===== src/rtl/csr_pkg.sv =====
// Shared definitions for the machine-mode CSR file: addresses, op encoding,
// mstatus bit positions and the read-modify-write helper.
package csr_pkg;

    localparam logic [11:0] CSR_MSTATUS   = 12'h300;
    localparam logic [11:0] CSR_MTVEC     = 12'h305;
    localparam logic [11:0] CSR_MSCRATCH  = 12'h340;
    localparam logic [11:0] CSR_MEPC      = 12'h341;
    localparam logic [11:0] CSR_MCAUSE    = 12'h342;
    localparam logic [11:0] CSR_MCYCLE    = 12'hB00;
    localparam logic [11:0] CSR_MCYCLEH   = 12'hB80;
    localparam logic [11:0] CSR_MINSTRET  = 12'hB02;
    localparam logic [11:0] CSR_MINSTRETH = 12'hB82;
    localparam logic [11:0] CSR_MVENDORID = 12'hF11;
    localparam logic [11:0] CSR_MARCHID   = 12'hF12;
    localparam logic [11:0] CSR_MHARTID   = 12'hF14;

    typedef enum logic [1:0] {
        CSR_NONE  = 2'b00,
        CSR_WRITE = 2'b01,
        CSR_SET   = 2'b10,
        CSR_CLEAR = 2'b11
    } csr_op_e;

    localparam int MSTATUS_MIE    = 3;
    localparam int MSTATUS_MPIE   = 7;
    localparam int MSTATUS_MPP_LO = 11;

    // Operands are carried at 64 bits so any XLEN up to 64 can share this helper.
    function automatic logic [63:0] csr_apply(input csr_op_e op,
                                              input logic [63:0] old_val,
                                              input logic [63:0] wdata);
        logic [63:0] res;
        case (op)
            CSR_WRITE: res = wdata;
            CSR_SET:   res = old_val | wdata;
            CSR_CLEAR: res = old_val & ~wdata;
            default:   res = old_val;
        endcase
        return res;
    endfunction

endpackage


===== src/rtl/csr_counter64.sv =====
// 64-bit performance counter with independently writable 32-bit halves.
// A write to either half suppresses the increment for that cycle.
module csr_counter64 (
    input  logic        clk,
    input  logic        rst,
    input  logic        inc,
    input  logic        wr_lo,
    input  logic        wr_hi,
    input  logic [31:0] wdata,
    output logic [63:0] count
);

    // Reset, then half-writes, then increment with full 64-bit carry/wrap.
    always_ff @(posedge clk) begin
        if (rst) begin
            count <= '0;
        end else if (wr_lo || wr_hi) begin
            if (wr_lo) count[31:0]  <= wdata;
            if (wr_hi) count[63:32] <= wdata;
        end else if (inc) begin
            count <= count + 64'd1;
        end
    end

endmodule


===== src/rtl/csr_trap_file.sv =====
// Machine-mode CSR file with trap entry / mret sequencing and mcycle/minstret.
// Optional macro CSR_VECTORED_EN: enables vectored mtvec mode for interrupts.
module csr_trap_file
    import csr_pkg::*;
#(
    parameter int              XLEN          = 32,
    parameter logic [XLEN-1:0] MSTATUS_RESET = 32'h0000_1800,
    parameter logic [XLEN-1:0] MTVEC_RESET   = 32'h0000_0000,
    parameter logic [XLEN-1:0] HARTID        = '0,
    parameter logic [XLEN-1:0] MVENDORID     = '0,
    parameter logic [XLEN-1:0] MARCHID       = 32'h0189_13E5
) (
    input  logic            clk,
    input  logic            rst,
    input  logic [11:0]     csr_addr,
    input  logic [1:0]      csr_op,
    input  logic [XLEN-1:0] csr_wdata,
    output logic [XLEN-1:0] csr_rdata,
    output logic            csr_illegal,
    input  logic            trap_valid,
    input  logic [XLEN-1:0] trap_cause,
    input  logic [XLEN-1:0] trap_pc,
    input  logic            mret_valid,
    input  logic            retire,
    output logic            redirect_valid,
    output logic [XLEN-1:0] redirect_pc
);

    logic            mie_q, mpie_q;
    logic [XLEN-1:0] mtvec_q, mscratch_q, mepc_q, mcause_q;
    logic [XLEN-1:0] mstatus_rd, new_val, trap_base;
    logic [63:0]     mcycle, minstret;
    logic            mapped, op_active, wr_en;

    // Only the two mode bits of mtvec are ever legal; 1x reads back as direct.
    function automatic logic [XLEN-1:0] mtvec_warl(input logic [XLEN-1:0] v);
`ifdef CSR_VECTORED_EN
        return (v & ~XLEN'(3)) | ((v[1:0] == 2'b01) ? XLEN'(1) : '0);
`else
        return v & ~XLEN'(3);
`endif
    endfunction

    // mstatus view: MIE/MPIE stored, MPP hardwired to machine mode.
    always_comb begin
        mstatus_rd = '0;
        mstatus_rd[MSTATUS_MIE]         = mie_q;
        mstatus_rd[MSTATUS_MPIE]        = mpie_q;
        mstatus_rd[MSTATUS_MPP_LO +: 2] = 2'b11;
    end

    // Address decode and read mux; unmapped addresses read zero.
    always_comb begin
        csr_rdata = '0;
        mapped    = 1'b1;
        case (csr_addr)
            CSR_MSTATUS:   csr_rdata = mstatus_rd;
            CSR_MTVEC:     csr_rdata = mtvec_q;
            CSR_MSCRATCH:  csr_rdata = mscratch_q;
            CSR_MEPC:      csr_rdata = mepc_q;
            CSR_MCAUSE:    csr_rdata = mcause_q;
            CSR_MCYCLE:    csr_rdata = XLEN'(mcycle[31:0]);
            CSR_MCYCLEH:   csr_rdata = XLEN'(mcycle[63:32]);
            CSR_MINSTRET:  csr_rdata = XLEN'(minstret[31:0]);
            CSR_MINSTRETH: csr_rdata = XLEN'(minstret[63:32]);
            CSR_MVENDORID: csr_rdata = MVENDORID;
            CSR_MARCHID:   csr_rdata = MARCHID;
            CSR_MHARTID:   csr_rdata = HARTID;
            default:       mapped    = 1'b0;
        endcase
    end

    // Illegal flag and write qualification; traps and mret shadow CSR writes.
    always_comb begin
        op_active   = (csr_op != CSR_NONE);
        csr_illegal = !rst && op_active && ((csr_addr[11:10] == 2'b11) || !mapped);
        wr_en       = op_active && !csr_illegal && !trap_valid && !mret_valid;
        new_val     = XLEN'(csr_apply(csr_op_e'(csr_op), 64'(csr_rdata), 64'(csr_wdata)));
    end

    // Fetch redirect: trap vector (direct or vectored) or saved mepc on mret.
    always_comb begin
        redirect_valid = !rst && (trap_valid || mret_valid);
        trap_base      = {mtvec_q[XLEN-1:2], 2'b00};
        if (trap_valid) begin
            redirect_pc = trap_base;
`ifdef CSR_VECTORED_EN
            if (mtvec_q[1:0] == 2'b01 && trap_cause[XLEN-1])
                redirect_pc = trap_base + XLEN'({trap_cause[5:0], 2'b00});
`endif
        end else begin
            redirect_pc = mepc_q;
        end
    end

    // CSR state update: reset > trap > mret > software write.
    always_ff @(posedge clk) begin
        if (rst) begin
            mie_q      <= MSTATUS_RESET[MSTATUS_MIE];
            mpie_q     <= MSTATUS_RESET[MSTATUS_MPIE];
            mtvec_q    <= mtvec_warl(MTVEC_RESET);
            mscratch_q <= '0;
            mepc_q     <= '0;
            mcause_q   <= '0;
        end else if (trap_valid) begin
            mepc_q   <= trap_pc & ~XLEN'(3);
            mcause_q <= trap_cause;
            mpie_q   <= mie_q;
            mie_q    <= 1'b0;
        end else if (mret_valid) begin
            mie_q  <= mpie_q;
            mpie_q <= 1'b1;
        end else if (wr_en) begin
            case (csr_addr)
                CSR_MSTATUS: begin
                    mie_q  <= new_val[MSTATUS_MIE];
                    mpie_q <= new_val[MSTATUS_MPIE];
                end
                CSR_MTVEC:    mtvec_q    <= mtvec_warl(new_val);
                CSR_MSCRATCH: mscratch_q <= new_val;
                CSR_MEPC:     mepc_q     <= new_val & ~XLEN'(3);
                CSR_MCAUSE:   mcause_q   <= new_val;
                default: ;
            endcase
        end
    end

    csr_counter64 u_mcycle (
        .clk   (clk),
        .rst   (rst),
        .inc   (1'b1),
        .wr_lo (wr_en && csr_addr == CSR_MCYCLE),
        .wr_hi (wr_en && csr_addr == CSR_MCYCLEH),
        .wdata (new_val[31:0]),
        .count (mcycle)
    );

    csr_counter64 u_minstret (
        .clk   (clk),
        .rst   (rst),
        .inc   (retire),
        .wr_lo (wr_en && csr_addr == CSR_MINSTRET),
        .wr_hi (wr_en && csr_addr == CSR_MINSTRETH),
        .wdata (new_val[31:0]),
        .count (minstret)
    );

endmodule


===== config.mk =====
export PLATFORM = sky130hd
export DESIGN_NAME = csr_trap_file
export DESIGN_NICKNAME = d
export VERILOG_FILES = /design/src/rtl/csr_pkg.sv /design/src/rtl/csr_counter64.sv /design/src/rtl/csr_trap_file.sv
export SDC_FILE = /design/constraint.sdc
export NUM_CORES = 1
export LEC_CHECK = 0
export CAP_MARGIN = 20
export CELL_PAD_IN_SITES_DETAIL_PLACEMENT = 0
export CELL_PAD_IN_SITES_GLOBAL_PLACEMENT = 1
export CORE_ASPECT_RATIO = 1.2
export CORE_MARGIN = 2
export CORE_UTILIZATION = 35
export CTS_CLUSTER_SIZE = 10
export DETAILED_ROUTE_END_ITERATION = 6
export PLACE_DENSITY = 0.72
export SLEW_MARGIN = 15
export SYNTH_ARGS = -nofsm -noshare
export SYNTH_HDL_FRONTEND = slang
export SYNTH_SLANG_ARGS = --single-unit
export TNS_END_PERCENT = 50

===== constraint.sdc =====
create_clock -name clk -period 4.9 [get_ports clk]
set_input_delay 0.98 -clock clk [delete_from_list [all_inputs] [get_ports clk]]
set_output_delay 0.98 -clock clk [all_outputs]
set_load 0.005 [all_outputs]

Word level (Yosys, flattened, before mapping). Cells that the tools add are included.

$add $sub $neg: 2. Equal/unequal tests: 21. Muxes and demuxes: 26. Bitwise logic cells: 5. Reductions and logical operators: 38.

Operators by type and width (count): 32-bit two-way mux (13); 32-bit one-hot mux with 10 select lines (1); 64-bit two-way mux (3); 64-bit by 1-bit adder with 64-bit output, second input constant (2); 32-bit one-hot mux with 3 select lines (1); 12-bit == test, second input constant (7); 12-bit by 10-bit == test with 1-bit output, second input constant (5); 32-bit bitwise AND (1); 32-bit NOT (1); 32-bit OR (1); 2-bit nonzero test (7); 12-bit OR reduction (1); 1-bit logical AND (10); 1-bit two-way mux (8); 2-bit by 1-bit inequality test with 1-bit output, second input constant (4); 2-bit AND reduction (4); 4-bit AND reduction (2); 2-bit == test, second input constant (3); 3-bit AND reduction (2); 3-bit nonzero test (2); 1-bit zero test (5); 1-bit logical OR (4); 2-bit by 1-bit == test with 1-bit output, second input constant (1); 2-bit inequality test, second input constant (1); 2 further kinds (3).

Bits in registers: 254. Bits of input ports: 115. Output and inout port bits: 66. Word-level logic and storage cells: 102.

Longest topological paths before layout.
Depth after elaboration: 14. Mapped depth: 12. Mapped depth without buffers: 8.

Modules after synthesis. From an unflattened synthesis, not the netlist that was laid out.

Cell total of the unflattened synthesis: 2233. Area, all modules: 17379.2 µm².

By module, submodules not included: csr_trap_file (instances 1, cells each 1159, area an instance 9255.1 µm², sequential area each 2522.4 µm²); csr_counter64 at u_minstret (instances 1, cells each 545, area an instance 4192.8 µm², sequential area each 1281.2 µm²); csr_counter64 at u_mcycle (instances 1, cells each 529, area an instance 3931.3 µm², sequential area each 1281.2 µm²).

Least setup slack after synthesis. OpenSTA, ideal clock, no wires.

Path type: input port to output port. From: input port csr_addr[1]. To: output port csr_rdata[17]. Arrival: 2.906 ns. Required time: 3.920 ns. Slack: 1.014 ns. Stages: 7. Path buffers: 4. Cell sequence: buf_2 buf_1 buf_1 clkbuf_1 mux2i_1 o2bb2ai_1 or4_1.

Word-level cells in the longest chain between the ends: 2. Elaborated cells on any way between the ends: 11. Classes of those cells: eq/ne (10); mux (1).

Ends and longest elaborated chain: start: declaration (line csr_trap_file.sv:15) `input logic [11:0] csr_addr,`; 12-bit == test or 12-bit by 10-bit == test with 1-bit output (tied branches) (line csr_trap_file.sv:56) `case (csr_addr)`; 32-bit one-hot mux with 10 select lines (*) (line csr_trap_file.sv:56); end: declaration (line csr_trap_file.sv:18) `output logic [XLEN-1:0] csr_rdata,`.

Every way passes the cells marked *; elsewhere a longest branch is shown, timed or not.

Final worst setup path.
From: input port csr_addr[6]. To: output port csr_rdata[13].

Same word-level chain as after synthesis.

==> results by group <==
Clock network
  • Postcts setup bufs: 0
  • CTS root buffer: clkbuf_16
  • Clock slew at reported path FFs: 0.05 ns
  • Clk_lat worst skew: about 0.61 ns
  • Clock Tree Buf Depth: 3
  • Hold_buf cts: 0
  • Clock sink count: 254
  • TritonCTS Buffers: 31
  • TritonCTS clock tree: built
  • Cts repair resizes: 1
  • Depth of the CTS H-tree: 1

Global route
  • Vias in the first global route: around 19,000
  • Global-route wire length before repair: 138,000 um
  • GRT overflow: 0
  • Gr usage total: 37.6%
  • Largest net degree at the start of global routing: roughly 130
  • Antenna violations before repair: 3

STA
  • Final setup violation count: 0
  • Setup TNS: 0 ns
  • Post-Route Skew: 0.00983 ns
  • Fin. Hold Viols: 0
  • Period utilization: 98.8%
  • Least-Margin Pin Slew: 1.07 ns
  • Slew Limit Fails: 0
  • Slew margin rel.: 28.2%
  • Crit path time final: slightly below 5 ns
  • RSZ-0062 raised after global routing: false
  • Fmax: 207 MHz

Power and ir drop
  • P_leak: 0.00722 uW
  • Power Dens Cells: 237 nW/um^2
  • Max IR drop VDD: 0.290 mV
  • Power after layout: a little over 5000 uW

Setup path
  • Reg2reg end: u_minstret.count[60]$_SDFFE_PP0P_
  • Critical Path RT: 3.92 ns
  • CP Launch Point: csr_addr[6]
  • CP Capture Type: output pin
  • Setup CP Type: in2out
  • CP Max Fanout: 8
  • FF-to-FF path depth: 7
  • Crit path DAT: 3.86 ns
  • Reg2reg setup slack: 1.37 ns
  • CP Launch Type: primary input
  • R2r startpoint: u_minstret.count[25]$_SDFFE_PP0P_

Detailed routing
  • Drt first pass iters: 6
  • # DRC: 0
  • Final wirelength: roughly 97,000 um
  • Routed WL per cell: 30.8 um
  • Vias/cell: around 6.6
  • Initial DRC Count: 2,760
  • Post-DRT Antenna Nets: 0
  • DR vias: 20,754

Hold path
  • HP Start: mscratch_q[12]$_SDFFE_PP0P_
  • Hold Crit Class: reg2reg
  • Worst hold path stage count: 2
  • Hold Path End: mscratch_q[12]$_SDFFE_PP0P_

Synthesis
  • Yosys top cell by area: dfxtp_1
  • Synth top area share: 29.7%
  • Dominant synthesized flop cell: dfxtp_1
  • Post-synth cell types: 90
  • Register area share after synthesis: about 30%
  • Mapped Avg Cell Area: 7.40 um^2
  • Post-synth EDFFs: 0
  • Flops & latches, synth: about 250
  • Top area cells in the synthesized netlist: dfxtp_1, nand2_1, a21oi_1
  • Synthesized cell area: 17,100 um^2
  • Share of flip-flops with an asynchronous set or reset: 0%
  • Yosys Warn Count: 0
  • Post-Synthesis Cells: 2,309

Job
  • Number of max-cap violations: 0

Cells and area
  • Filler cells: 4,907
  • Final cell count without fillers: ~3,200
  • Layout area overhead: 25.9%
  • Layout cell share with drive strength beyond 1: 13.5%
  • Final Net Count: approximately 2,600

Floorplanning
  • Chip width: 206 um
  • Core ar.: 48,100 um^2
  • Initial core utilization: 35.5%
  • Die area: 50,600 um^2
  • FP Rows: 88
  • Die height: 246 um
  • I/O pins: 181

Placed design
  • Placed insts: 3,104
  • Placer Congestion: 1.04
  • I/O Buffers: 176
  • Final HPWL DP: between 70,000 and 80,000 um

Run status
  • Status: complete, no violations
## area by class of cell
class / count / area [um^2] / area share [%]
timing repair buffer: 359 / 3350 / 15.6
multi-input combinational: 1823 / 11200 / 52.1
tap: 630 / 788 / 3.66
clock buffer: 44 / 885 / 4.11
sequential: 254 / 5080 / 23.6
antenna: 1 / 2.50 / 0.0116
inverter: 38 / 143 / 0.663
clock inverter: 3 / 43.8 / 0.204
## where the power goes
part	internal (uW)	leakage, uW	switching, uW
combinational	269	0.00470	442
clock	1280	0.000456	977
sequential	2100	0.00206	36.6
## how the worst max path moves through the flow
stage                          to  slack, ns
floorplan           csr_rdata[17]       1.01
global placement    csr_rdata[29]       0.03
CTS                 csr_rdata[13]       0.02
detailed placement  csr_rdata[29]      -0.03
finish              csr_rdata[13]       0.06
global route        csr_rdata[13]      0.005
## cells in the mapped netlist (all sizes together), types with 12 or more instances
| library cell | instances |
|---|---|
| o22ai | 27 |
| a21o | 20 |
| o211ai | 15 |
| a21oi | 205 |
| nor2 | 211 |
| nor3 | 71 |
| a22oi | 56 |
| xnor2 | 35 |
| and2 | 24 |
| a211oi | 60 |
| a221oi | 23 |
| mux2 | 42 |
| nand3 | 98 |
| or3 | 24 |
| nand4 | 59 |
| dfxtp | 254 |
| buf | 38 |
| inv | 38 |
| clkbuf | 157 |
| o21ai | 121 |
| nor4 | 43 |
| and3 | 33 |
| a2111oi | 18 |
| a31oi | 47 |
| and4 | 17 |
| or4 | 19 |
| nand2 | 290 |
| a211o | 20 |
| mux2i | 35 |
| o2bb2ai | 12 |
## cell usage in the layout (no fill, tap or decap), types with 16 or more instances in the layout
| cell | n |
|---|---|
| nand2_1 | 290 |
| dfxtp_1 | 254 |
| a21oi_1 | 204 |
| nor2_1 | 193 |
| clkdlybuf4s50_1 | 171 |
| buf_4 | 166 |
| o21ai_0 | 118 |
| nand3_1 | 98 |
| nor3_1 | 63 |
| nand4_1 | 59 |
| a22oi_1 | 56 |
| a31oi_1 | 47 |
| a211oi_1 | 44 |
| mux2_2 | 42 |
| inv_1 | 37 |
| nor4_1 | 37 |
| mux2i_1 | 35 |
| xnor2_1 | 35 |
| and3_1 | 33 |
| clkbuf_16 | 31 |
| o22ai_1 | 26 |
| or3_1 | 24 |
| a221oi_1 | 23 |
| and2_1 | 22 |
| a211o_1 | 20 |
| a21o_1 | 20 |
| or4_1 | 19 |
| buf_12 | 18 |
| and4_1 | 17 |
| nor2_2 | 16 |
| a2111oi_0 | 16 |
## worst max-delay path, stage by stage
cell and delay [ns]:
clkdlybuf4s50_1 0.56, or4_1 0.73, buf_4 0.22, nor3_2 0.19, buf_4 0.24, a22o_1 0.24, nor2_1 0.06, o2111ai_1 0.08
clkdlybuf4s50_1 0.54
## routing by layer
metal | track usage, % | vias to the layer above | routed length, um
met5 | 0 | - | 25
met4 | 25.1 | 4 | 7940
met3 | 5.46 | 326 | 9050
met2 | 58.0 | 1332 | 42700
met1 | 48.5 | 9981 | 37500
li1 | - | 9111 | -
## flip-flops by register name, summed over array words and instances (netlist names)
signal / count
u_mcycle.count: 64
mtvec_q: 30
u_minstret.count: 64
mpie_q: 1
mie_q: 1
mcause_q: 32
mepc_q: 30
mscratch_q: 32
## kinds of logic after synthesis
logic type	share of synthesized area, %
compound gates	29.8
mux	4.82
flops	29.7
other cells	0.0219
xor+xnor	2.31
fa+ha+maj	0.146
buf+inv	5.42
simple gates	27.8
## per-stage QoR
step / setup slack, ns / instance area, um^2 / hold slack, ns / util [%]
floorplan: 1.01 / 17100 / 0.429 / -
global placement: 0.0293 / 20600 / 0.437 / 42.7
detailed placement: -0.0270 / 20600 / 0.443 / 42.7
CTS: 0.0194 / 21500 / 0.451 / 44.7
global route: 0.00475 / 21500 / 0.465 / 44.7
finish: 0.0607 / 21500 / 0.451 / 44.7
Power figures use the tool's default switching activity.
